--- config.mk ---
export PLATFORM = sky130hd
export DESIGN_NAME = reg_file_memory
export DESIGN_NICKNAME = d
export VERILOG_FILES = /design/src/rtl/mem_pkg.sv /design/src/rtl/mem_entry.sv /design/src/rtl/reg_file_memory.sv
export SDC_FILE = /design/constraint.sdc
export NUM_CORES = 1
export LEC_CHECK = 0
export ABC_AREA = 1
export CAP_MARGIN = 20
export CORE_MARGIN = 5
export CORE_UTILIZATION = 63
export DETAILED_ROUTE_END_ITERATION = 8
export DONT_BUFFER_PORTS = 1
export PLACE_DENSITY_LB_ADDON = 0.3
export SETUP_SLACK_MARGIN = 0.05
export SLEW_MARGIN = 0
export SYNTH_ARGS = -nofsm -noshare
export SYNTH_HDL_FRONTEND = slang
export SYNTH_SLANG_ARGS = --single-unit
export TNS_END_PERCENT = 20
--- constraint.sdc ---
create_clock -name clk -period 2.54 [get_ports clk]
set_input_delay 0.635 -clock clk [delete_from_list [all_inputs] [get_ports clk]]
set_output_delay 0.635 -clock clk [all_outputs]
set_load 0.005 [all_outputs]
--- src/rtl/mem_pkg.sv ---
// Shared definitions for the reg_file_memory slice.
//   state_t   : controller states (idle / clear sweep)
//   DEF_*     : default geometry
//   cnt_w()   : width needed to hold an occupancy count of 0..depth
package mem_pkg;

  typedef enum logic {
    ST_IDLE,
    ST_CLEAR
  } state_t;

  localparam int DEF_DATA_W = 8;
  localparam int DEF_DEPTH  = 4;

  function automatic int cnt_w(input int depth);
    return $clog2(depth + 1);
  endfunction

endpackage

--- src/rtl/mem_entry.sv ---
// One storage word plus its valid flag.
//   clk, rst_n : clock, async active-low reset (word and flag to 0)
//   wr_en      : load d and mark valid
//   clr        : zero the word and mark invalid (wins over wr_en)
//   d          : write data
//   q, vld     : stored word and valid flag
module mem_entry
  import mem_pkg::*;
#(
  parameter int DATA_W = DEF_DATA_W
) (
  input  logic              clk,
  input  logic              rst_n,
  input  logic              wr_en,
  input  logic              clr,
  input  logic [DATA_W-1:0] d,
  output logic [DATA_W-1:0] q,
  output logic              vld
);

  always_ff @(posedge clk or negedge rst_n) begin
    if (!rst_n) begin
      q   <= '0;
      vld <= 1'b0;
    end else if (clr) begin
      q   <= '0;
      vld <= 1'b0;
    end else if (wr_en) begin
      q   <= d;
      vld <= 1'b1;
    end
  end

endmodule

--- src/rtl/reg_file_memory.sv ---
// DEPTH x DATA_W register file with a synchronous write port, a registered
// read port, per-entry valid flags, an occupancy count and a clear sequencer
// that zeroes one entry per cycle.
//   clk, rst_n          : clock, async active-low reset
//   wr_en/addr/data     : write request
//   rd_en/addr          : read request; result one cycle later
//   clear               : start the clear sweep (ignored while sweeping)
//   rd_data/valid/hit   : registered read result
//   wr_ack / wr_err     : one-cycle pulse, previous write committed / dropped
//   busy                : clear sweep in progress
//   count               : number of valid entries
module reg_file_memory
  import mem_pkg::*;
#(
  parameter  int DATA_W = DEF_DATA_W,
  parameter  int DEPTH  = DEF_DEPTH,
  localparam int ADDR_W = $clog2(DEPTH),
  localparam int CNT_W  = cnt_w(DEPTH)
) (
  input  logic              clk,
  input  logic              rst_n,
  input  logic              wr_en,
  input  logic [ADDR_W-1:0] wr_addr,
  input  logic [DATA_W-1:0] wr_data,
  input  logic              rd_en,
  input  logic [ADDR_W-1:0] rd_addr,
  input  logic              clear,
  output logic [DATA_W-1:0] rd_data,
  output logic              rd_valid,
  output logic              rd_hit,
  output logic              wr_ack,
  output logic              wr_err,
  output logic              busy,
  output logic [CNT_W-1:0]  count
);

  state_t              state_q, state_d;
  logic [ADDR_W-1:0]   clr_idx_q;
  logic [CNT_W-1:0]    count_q;
  logic [DATA_W-1:0]   q_arr [DEPTH];
  logic [DEPTH-1:0]    vld_arr;

  logic                busy_w;
  logic                wr_in_range, rd_in_range;
  logic                wr_commit;
  logic                last_idx;
  logic [DATA_W-1:0]   rd_word;
  logic                rd_vld_sel, wr_vld_sel, clr_vld_sel;

  assign busy_w      = (state_q == ST_CLEAR);
  assign wr_in_range = (32'(wr_addr) < DEPTH);
  assign rd_in_range = (32'(rd_addr) < DEPTH);
  // A clear request in the same cycle pre-empts the write.
  assign wr_commit   = wr_en && !busy_w && !clear && wr_in_range;
  assign last_idx    = (clr_idx_q == ADDR_W'(DEPTH - 1));

  always_ff @(posedge clk or negedge rst_n) begin
    if (!rst_n) state_q <= ST_IDLE;
    else        state_q <= state_d;
  end

  always_comb begin
    state_d = state_q;
    case (state_q)
      ST_IDLE:  if (clear)    state_d = ST_CLEAR;
      ST_CLEAR: if (last_idx) state_d = ST_IDLE;
      default:                state_d = ST_IDLE;
    endcase
  end

  always_ff @(posedge clk or negedge rst_n) begin
    if (!rst_n)                clr_idx_q <= '0;
    else if (state_q == ST_IDLE) clr_idx_q <= '0;
    else                       clr_idx_q <= clr_idx_q + ADDR_W'(1);
  end

  for (genvar i = 0; i < DEPTH; i++) begin : g_entry
    mem_entry #(.DATA_W(DATA_W)) u_entry (
      .clk   (clk),
      .rst_n (rst_n),
      .wr_en (wr_commit && (wr_addr == ADDR_W'(i))),
      .clr   (busy_w && (clr_idx_q == ADDR_W'(i))),
      .d     (wr_data),
      .q     (q_arr[i]),
      .vld   (vld_arr[i])
    );
  end

  // Compare-based selection keeps out-of-range addresses (non power-of-two
  // DEPTH) from ever indexing past the array.
  always_comb begin
    rd_word     = '0;
    rd_vld_sel  = 1'b0;
    wr_vld_sel  = 1'b0;
    clr_vld_sel = 1'b0;
    for (int unsigned i = 0; i < DEPTH; i++) begin
      if (32'(rd_addr) == i) begin
        rd_word    = q_arr[i];
        rd_vld_sel = vld_arr[i];
      end
      if (32'(wr_addr) == i)   wr_vld_sel  = vld_arr[i];
      if (32'(clr_idx_q) == i) clr_vld_sel = vld_arr[i];
    end
  end

  // Writes are never committed during a sweep, so increment and decrement
  // cannot coincide.
  always_ff @(posedge clk or negedge rst_n) begin
    if (!rst_n)                        count_q <= '0;
    else if (wr_commit && !wr_vld_sel) count_q <= count_q + CNT_W'(1);
    else if (busy_w && clr_vld_sel)    count_q <= count_q - CNT_W'(1);
  end

  always_ff @(posedge clk or negedge rst_n) begin
    if (!rst_n) begin
      rd_data  <= '0;
      rd_valid <= 1'b0;
      rd_hit   <= 1'b0;
      wr_ack   <= 1'b0;
      wr_err   <= 1'b0;
    end else begin
      wr_ack   <= wr_commit;
      wr_err   <= wr_en && !wr_commit;
      rd_valid <= rd_en;
      if (rd_en) begin
        if (busy_w || !rd_in_range) begin
          rd_data <= '0;
          rd_hit  <= 1'b0;
        end else if (wr_commit && (wr_addr == rd_addr)) begin
          rd_data <= wr_data;
          rd_hit  <= 1'b1;
        end else if (rd_vld_sel) begin
          rd_data <= rd_word;
          rd_hit  <= 1'b1;
        end else begin
          rd_data <= '0;
          rd_hit  <= 1'b0;
        end
      end else begin
        rd_hit <= 1'b0;
      end
    end
  end

  assign busy  = busy_w;
  assign count = count_q;

endmodule

# ---- Word-level counts from Yosys, hierarchy flattened
# Index checks and enable logic that the tools add are counted.
dict set report word_totals {
  inputBits 17
  regBits 54
  output_inout_bits 16
}
dict set report op_classes {
  n_mux 45
  eq_ne 10
  n_bitwise 1
  addsub 3
  reduce_logical 26
}
# operator count
set ops {}
lappend ops {{8-bit 2-to-1 mux} 15}
lappend ops {{1-bit 2-to-1 mux} 26}
lappend ops {{1-bit logical AND} 14}
lappend ops {{2-bit equality test (second input constant)} 6}
lappend ops {{2-bit nonzero test} 5}
lappend ops {{2-bit by 1-bit equality test with 1-bit output (second input constant)} 3}
lappend ops {{2-bit zero test} 3}
lappend ops {{3-bit 2-to-1 mux} 2}
lappend ops {{1-bit zero test} 4}
lappend ops {{3-bit by 1-bit adder with 3-bit output (second input constant)} 1}
lappend ops {{3-bit by 1-bit subtractor with 3-bit output (second input constant)} 1}
lappend ops {{2-bit by 1-bit adder with 2-bit output (second input constant)} 1}
lappend ops {{2-bit equality test} 1}
lappend ops {{2-bit 2-to-1 mux} 1}
lappend ops {{1-bit case mux with 2 select lines} 1}
lappend ops {{1-bit inverter} 1}

# ---- Depth between registers and ports, before layout
dict set report logic_depth {
  ltp_word 9
  mapped_depth 12
}

# ---- Cells and area by module
# Synthesis repeated with hierarchy kept, for this count alone.
dict set report hier_totals {
  hier_cells 371
  hier_area_um2 2879.0
}
# mod cells_per_inst area_per_inst_um2 n_inst seq_area_each_um2
set modules_own_cells {}
lappend modules_own_cells {reg_file_memory 219 1442.6 1 450.4}
lappend modules_own_cells {mem_entry 38 359.1 4 225.2}

# ---- Least setup slack after synthesis
# OpenSTA, ideal clock, no wires.
dict set report synth_timing {
  path_kind {in2reg}
  from {input port wr_en}
  to {register count_q[2] (netlist: count[2])}
  path_buffers 0
  setup_time_ns 0.116
  slack_ns 0.524
  arrival_time_ns 1.899
  stages 8
  t_required_ns 2.424
  path_cell_list {inv_1 > nor3_4 > nand3_1 > fa_1 > nand4_1 > nand2_1 > nand2_1 > nand2_1}
}
dict set report synth_via {
  elab_chain_len 4
  word_cells_on_any_way 5
}
# item line
set synth_rtl {}
lappend synth_rtl {{start, declared} reg_file_memory.sv:22} ;# input logic wr_en,
lappend synth_rtl {{1-bit logical AND * (2 in a row)} reg_file_memory.sv:54} ;# assign wr_commit = wr_en && !busy_w && !clear && wr_in_range;
lappend synth_rtl {{named net wr_commit} reg_file_memory.sv:45} ;# logic wr_commit;
lappend synth_rtl {{1-bit logical AND *} reg_file_memory.sv:110} ;# else if (wr_commit && !wr_vld_sel) count_q <= count_q + CNT_W'(1);
lappend synth_rtl {{3-bit 2-to-1 mux or 2-bit nonzero test (tied branches)} -}
lappend synth_rtl {{end signal, assigned} reg_file_memory.sv:110}
lappend synth_rtl {{end signal, assigned} reg_file_memory.sv:111} ;# else if (busy_w && clr_vld_sel) count_q <= count_q - CNT_W'(1);
lappend synth_rtl {{end, declared} reg_file_memory.sv:39} ;# logic [CNT_W-1:0] count_q;
# Mark *: on every way through the listed nets, which the timed path passes. The rest lies on a longest branch.
# A chain may end at the register's enable or synchronous reset.

# ---- Worst setup path after layout
dict set report layout_timing {
  from {register state_q (netlist: busy)}
  to {register count_q[2] (netlist: count[2])}
}
dict set report layout_via {
  elab_chain_len 5
  word_cells_on_any_way 7
}
# item line
set layout_rtl {}
lappend layout_rtl {{start, declared} reg_file_memory.sv:37} ;# state_t state_q, state_d;
lappend layout_rtl {{start signal, assigned} reg_file_memory.sv:59} ;# else state_q <= state_d;
lappend layout_rtl {{1-bit zero test *} reg_file_memory.sv:54}
lappend layout_rtl {{1-bit logical AND * (2 in a row)} reg_file_memory.sv:54}
lappend layout_rtl {{named net wr_commit} reg_file_memory.sv:45}
lappend layout_rtl {{1-bit logical AND *} reg_file_memory.sv:110}
lappend layout_rtl {{3-bit 2-to-1 mux or 2-bit nonzero test (tied branches)} -}
# Marks and branches as above.

==> impl_summary.md <==
Timing
At the pin with the least slew margin, the transition time is approximately 0.54 ns. The relative slew slack is a little under two thirds. The hold violation total from the final report is 0.

The final setup violation count is 0. The total negative slack is 0 ns. Setup repair after global routing left no endpoint under its margin. The shortest period the worst path allows is around 1.8 ns.

The timing-limited maximum frequency is around 560 MHz. The ratio of final minimum period to clock period is approximately 71%. The final-report max-slew violation count was 0.

The worst clock skew is slightly below 0.008 ns. Final hold analysis gives a worst-case slack of 0.178 ns.

Flow run
The tool flagged a number of max-cap violations equal to 0.

Setup path
In this run the worst path has a maximum fanout of 11. The sort of element at the end of the critical path is a flip-flop. The signal arrival time at the worst endpoint is ~2.0 ns. The signal on the critical path passes through nor3_4 > nand3_1 > fa_1 > nand4_1 > nand2_1 > nand2_1 > nand2_1. At the worst endpoint, the required time is 2.74 ns.

The worst stage delay on the critical path is roughly 0.56 ns. Together, buffers and inverters on the worst path number 0. By startpoint and endpoint, the worst setup path is classified as reg2reg. On the critical path, the stage with the largest delay is an instance of dfrtp_1.

The kind of start point of the critical path is a flip-flop. The kind of cell adding the most delay to the critical path is simple AND/OR/NAND/NOR gates. The most numerous cell type found on the critical path is nand2_1.

Power
The worst-case IR drop observed on VDD is around 0.48 mV. The leakage power total is between 1.5 and 2 nW. The total power divided by cell area is ~850 nW/µm². The completed layout was analyzed and its total power is 2.41 mW.

Drt
The post-detailed-route wirelength per cell is around 14 µm. The via count is about 2200. The number of nets with antenna violations after detailed routing is 0.

The total length of routed wires is roughly 5.6 mm. After the first detailed-routing iteration, the DRC count stood at about 170. The first-pass iteration count of the detailed router is 4. The total DRC errors in the routed layout is 0. Using the TritonRoute via totals, the vias-per-cell ratio works out to around 5.6.

Placement
After legalization and detailed placement, the total HPWL measured 4.04 mm. The number of buffers inserted by port buffering is 0. The final estimated routing congestion in global placement is approximately 0.86. Counting tap cells, the placed design contains a total of between 300 and 400 instances.

Yosys
The total nets after synthesis is between 300 and 400. The post-synthesis cell type count is 22. In this run, synthesis produced a sequential element count of 54. The register area share after synthesis is ~50%. The synthesized design contains 0 enable-type register cells. The synthesis warning total is 0. After synthesis, the share of flip-flops with an asynchronous set or reset is 100%. The most used flip-flop cell after synthesis is dfrtp_1. In the synthesized netlist, the number of instances is about 340. The average instance in the mapped netlist occupies about 8.0 µm². The cell area after synthesis is ~2700 µm².

Die
The die is approximately 75 µm wide. The die area is 5690 µm². After floorplanning, the core was divided into 23 placement rows. From bottom edge to top edge, the die measures between 70 and 80 µm. For this configuration, the core starts out at a cell density of 66.0%.

The number of primary I/O pins is 33. The total area inside the core boundary comes to about 4100 µm².

Finish
Excluding fillers, the count of instances in the completed layout stands at approximately 390. The area growth from synthesis to layout is 5.71%. The number of diodes is 0. Leaving out fill and tap cells, the most frequent cells in the layout are nand2_1, inv_1, dfrtp_1. The most common cell after layout, fill and taps aside is nand2_1. Of the cells placed in the final design, the portion with a size suffix greater than 1 is 4.40%. The net count reported at finish is around 360.

CTS
The number of clock buffers added by TritonCTS is 5. The clock network latency to the later pin of the worst-skew pair is roughly 0.31 ns. TritonCTS built the clock tree. After clock tree synthesis, the clock-pin slew on the worst setup and hold paths is about 0.090 ns. The H-tree was split into 2 levels.

The buffer cell driving the clock tree root is clkbuf_8. The clock passes through at most 2 buffers. The clock sink count is 54. The number of resized instances in the post-cts repair step is 0.

Run status
The run finished with clean final reports.

Global routing
The total overflow left after global routing is 0. The number of antenna violations at the first check in global routing is 0. Entering global routing, the biggest net connects 55 pins. The total routing usage reported by global routing is between 20 and 25%. The global-route wire length before repair is ~9.4 mm. The via count of the first global-routing pass is ~2100.

Min path
The path category of the worst min-delay check is in2async.
worst reg2reg max path, cell delays in order (launching register included):
cell and delay (ns):
dfrtp_1 0.56, nor3_4 0.26, nand3_1 0.18, fa_1 0.42, nand4_1 0.12, nand2_1 0.06
nand2_1 0.05, nand2_1 0.05
path summary, 6_finish.rpt:
path,start,endpoint,cells after the start,slack [ns]
worst max-delay path,busy$_DFF_PN0_,count[2]$_DFFE_PN0P_,7,0.74
worst min-delay path,rst_n,g_entry[2].u_entry.vld$_DFFE_PN0P_,1,0.18
worst max register to register,busy$_DFF_PN0_,count[2]$_DFFE_PN0P_,7,0.74
worst min register to register,clr_idx_q[0]$_DFF_PN0_,clr_idx_q[0]$_DFF_PN0_,1,0.50
max in group asynchronous,rst_n,rd_data[7]$_DFFE_PN0P_,1,2.14
min in group clk,rd_en,rd_valid$_DFF_PN0_,0,0.35
cell type report:
cell class | count | area, µm²
flip-flops and latches | 54 | 1350
fillers | 360 | 1240
multi-input cells | 221 | 1080
inverters | 56 | 210
clock buffers | 7 | 76.3
well taps | 50 | 62.6
repair buffers | 2 | 35.0
clock inverters | 1 | 30.0
timing repair:
action / CTS / global route
buffers inserted: 0 / 0
endpoints found under the hold margin: 0 / 54
hold buffers: 0 / 1
stage by stage:
step	util [%]	instance area (µm²)	setup WS (ns)
6_report	69.7	2850	0.739
5_1_grt	69.7	2850	0.569
4_1_cts	69.0	2820	0.740
3_5_place_dp	66.4	2720	0.534
3_3_place_gp	66.4	2720	0.600
2_1_floorplan	-	2700	0.524
metal layers:
metal | part of all wire [%] | vias to the layer above | track usage (%)
met5 | 0 | - | 0
met4 | 2.6 | 0 | 9.90
met3 | 5.9 | 17 | 5.41
met2 | 48 | 61 | 34.5
met1 | 43 | 1035 | 28.5
li1 | - | 1080 | -
cell usage after synthesis (all sizes together) (3+ instances only):
cell type,instances,area [µm²]
a21oi,3,15.0
buf,6,42.5
dfrtp,54,1350
ha,4,50.1
inv,54,203
nand2,107,412
nand3,38,215
nor2,10,37.5
o21ai,34,170
o22ai,18,113
logic make-up (layout without fill, tap and decap cells):
kind of cell | Yosys count | after routing | synth area share, %
XOR/XNOR | 2 | 2 | 0.650
AO/OA/AOI/OAI | 56 | 56 | 11.3
buffers and inverters | 64 | 66 | 9.66
adder cells (fa/ha/maj) | 5 | 5 | 2.60
AND/OR/NAND/NOR | 158 | 158 | 25.7
flip-flops | 54 | 54 | 50.1
registers in the layout (all words and copies together), names as in the netlist:
register             flops
wr_err                   1
rd_valid                 1
clr_idx_q                2
rd_data                  8
count                    3
g_entry.u_entry.q       32
rd_hit                   1
g_entry.u_entry.vld      4
busy                     1
wr_ack                   1
power by group:
group | internal [mW] | leakage [nW] | switching (mW)
registers | 1.03 | 0.731 | 0.134
clock network | 0.295 | 0.0524 | 0.264
logic | 0.238 | 0.787 | 0.453
No activity file was read; power rests on OpenSTA's default activity.
==> RTL change (same settings) <==
The output `wr_err` loses its register stage (`wr_err` becomes a continuous assignment). Comments in the files are not updated.
--- a/src/rtl/reg_file_memory.sv
+++ b/src/rtl/reg_file_memory.sv
@@ -119,6 +119,4 @@
       wr_ack   <= 1'b0;
-      wr_err   <= 1'b0;
     end else begin
       wr_ack   <= wr_commit;
-      wr_err   <= wr_en && !wr_commit;
       rd_valid <= rd_en;
@@ -144,2 +142,4 @@
 
+  assign wr_err = wr_en && !wr_commit;
+
   assign busy  = busy_w;
Check against the original RTL: not equivalent (Yosys sat finds a counterexample within 4 cycles, from zero or initial values and one cycle with rst_n low).
==> RTL change against the original RTL <==
Wire length grew 1.9%. Non-clock buffer count is 1 higher. Synthesized cell count fell by 0.29%. Total power decreased by 2.8%. Worst setup slack lost 0.0075 ns. Critical path depth is 5 lower. Sequential cell count is 1 lower. Cell area is 0.61% lower. Core utilization grew 0.063 points. First-iteration DRC count is 4.6% lower. Area after synthesis decreased by 0.93%. Global-route usage grew 0.24 points. Largest cell class unchanged. Largest power group unchanged. Highest routed layer unchanged.
==> RTL change: results <==
set metrics [dict create \
    gr-usage-met3 0.05607 \
    drt_first_pass_iters 4 \
    synth_common_cells "nand2_1, inv_1, dfrtp_1, nand3_1, o21ai_0" \
    met2_wirelength_um 2825 \
    layout-drive-gt1-share 0.05279 \
    wl_per_cell_um 14.62 \
    antenna_found_initial 0 \
    clk_share 0.03579 \
    nNonClkInverters 56 \
    grtUsageTotal 0.2207 \
    synth_xor_area_frac 0.006560 \
    dp_cells 381 \
    grt_pass1_wl_um 9356 \
    synth_mux_area_frac 0 \
    place.gp.congestion 0.8406 \
    grtUsageMet2 0.3646 \
    cts_htree_levels 2 \
    wl_met1_um 2503 \
    hpwl_um 4052 \
    multi_input_area_share 0.3827 \
    place_area_mm2 0.002690 \
    first_iter_violations 166 \
    cts_buffer_depth 2 \
    leakagePower_nw 1.566 \
    grt_util_met1 0.2699 \
    synthAdderAreaFrac 0.02624 \
    cts_resized 0 \
    critPathMaxStageDelay_ns 0.60 \
    synthesis.instances 338 \
    synthArstFlopShare 1.000 \
    reg.largest.list "g_entry.u_entry.q (32), rd_data (8), g_entry.u_entry.vld (4)" \
    p_per_area_mw_per_mm2 828.5 \
    crit_family "flip-flops" \
    relSlewSlack 0.6160 \
    cp_slowest_cell "dfrtp_1" \
    ys_top_cells_by_area "dfrtp_1, nand2_1, inv_1" \
    peakVddDrop_uv 441.8 \
    post-place-ws_ns 0.5333 \
    buffer_area_frac 0.01679 \
    fin_skew_ns 0.006621 \
    num-nonclk-buffers 3 \
    numCtsBuffers 5 \
    yosysWarnings 0 \
    tap-cell-count 50 \
    grt_max_degree 54 \
    clk_pin_slew_worst_paths_ns 0.09 \
    nNetsFinal 362 \
    synth_compound_area_frac 0.1139 \
    hold_path.class "primary input to async pin" \
    comb.multi_input.count 221 \
    fillerInstances 345 \
    vias 2206 \
    synth-seq-area-share 0.4967 \
    wl_met3_um 275 \
    clock-sinks 53 \
    status "completed" \
    seq_area_mm2 0.001326 \
    cp.arrival_ns 1.17 \
]
RTL change: power by group:
part | total [mW] | switching (mW) | internal (mW)
combinational | 0.693 | 0.454 | 0.239
clock | 0.512 | 0.265 | 0.247
sequential | 1.14 | 0.129 | 1.01
total | 2.35 | 0.848 | 1.50
RTL change: path summary, 6_finish.rpt:
| kind | from | end | slack [ns] | cells after the start |
|---|---|---|---|---|
| max in group asynchronous | rst_n | g_entry[2].u_entry.q[2] | 2.25 | 1 |
| worst min-delay path | rst_n | busy | 0.13 | 1 |
| min in group clk | rd_en | rd_valid | 0.35 | 0 |
| worst max-delay path | busy | wr_err | 0.73 | 2 |
| worst max register to register | busy | count[2] | 0.77 | 7 |
| worst min register to register | clr_idx_q[0] | clr_idx_q[0] | 0.49 | 1 |
RTL change: what timing repair did:
action,CTS,global route
hold endpoints to repair,0,26
buffers inserted,0,0
endpoints found under the setup margin,0,0
hold buffers,0,2
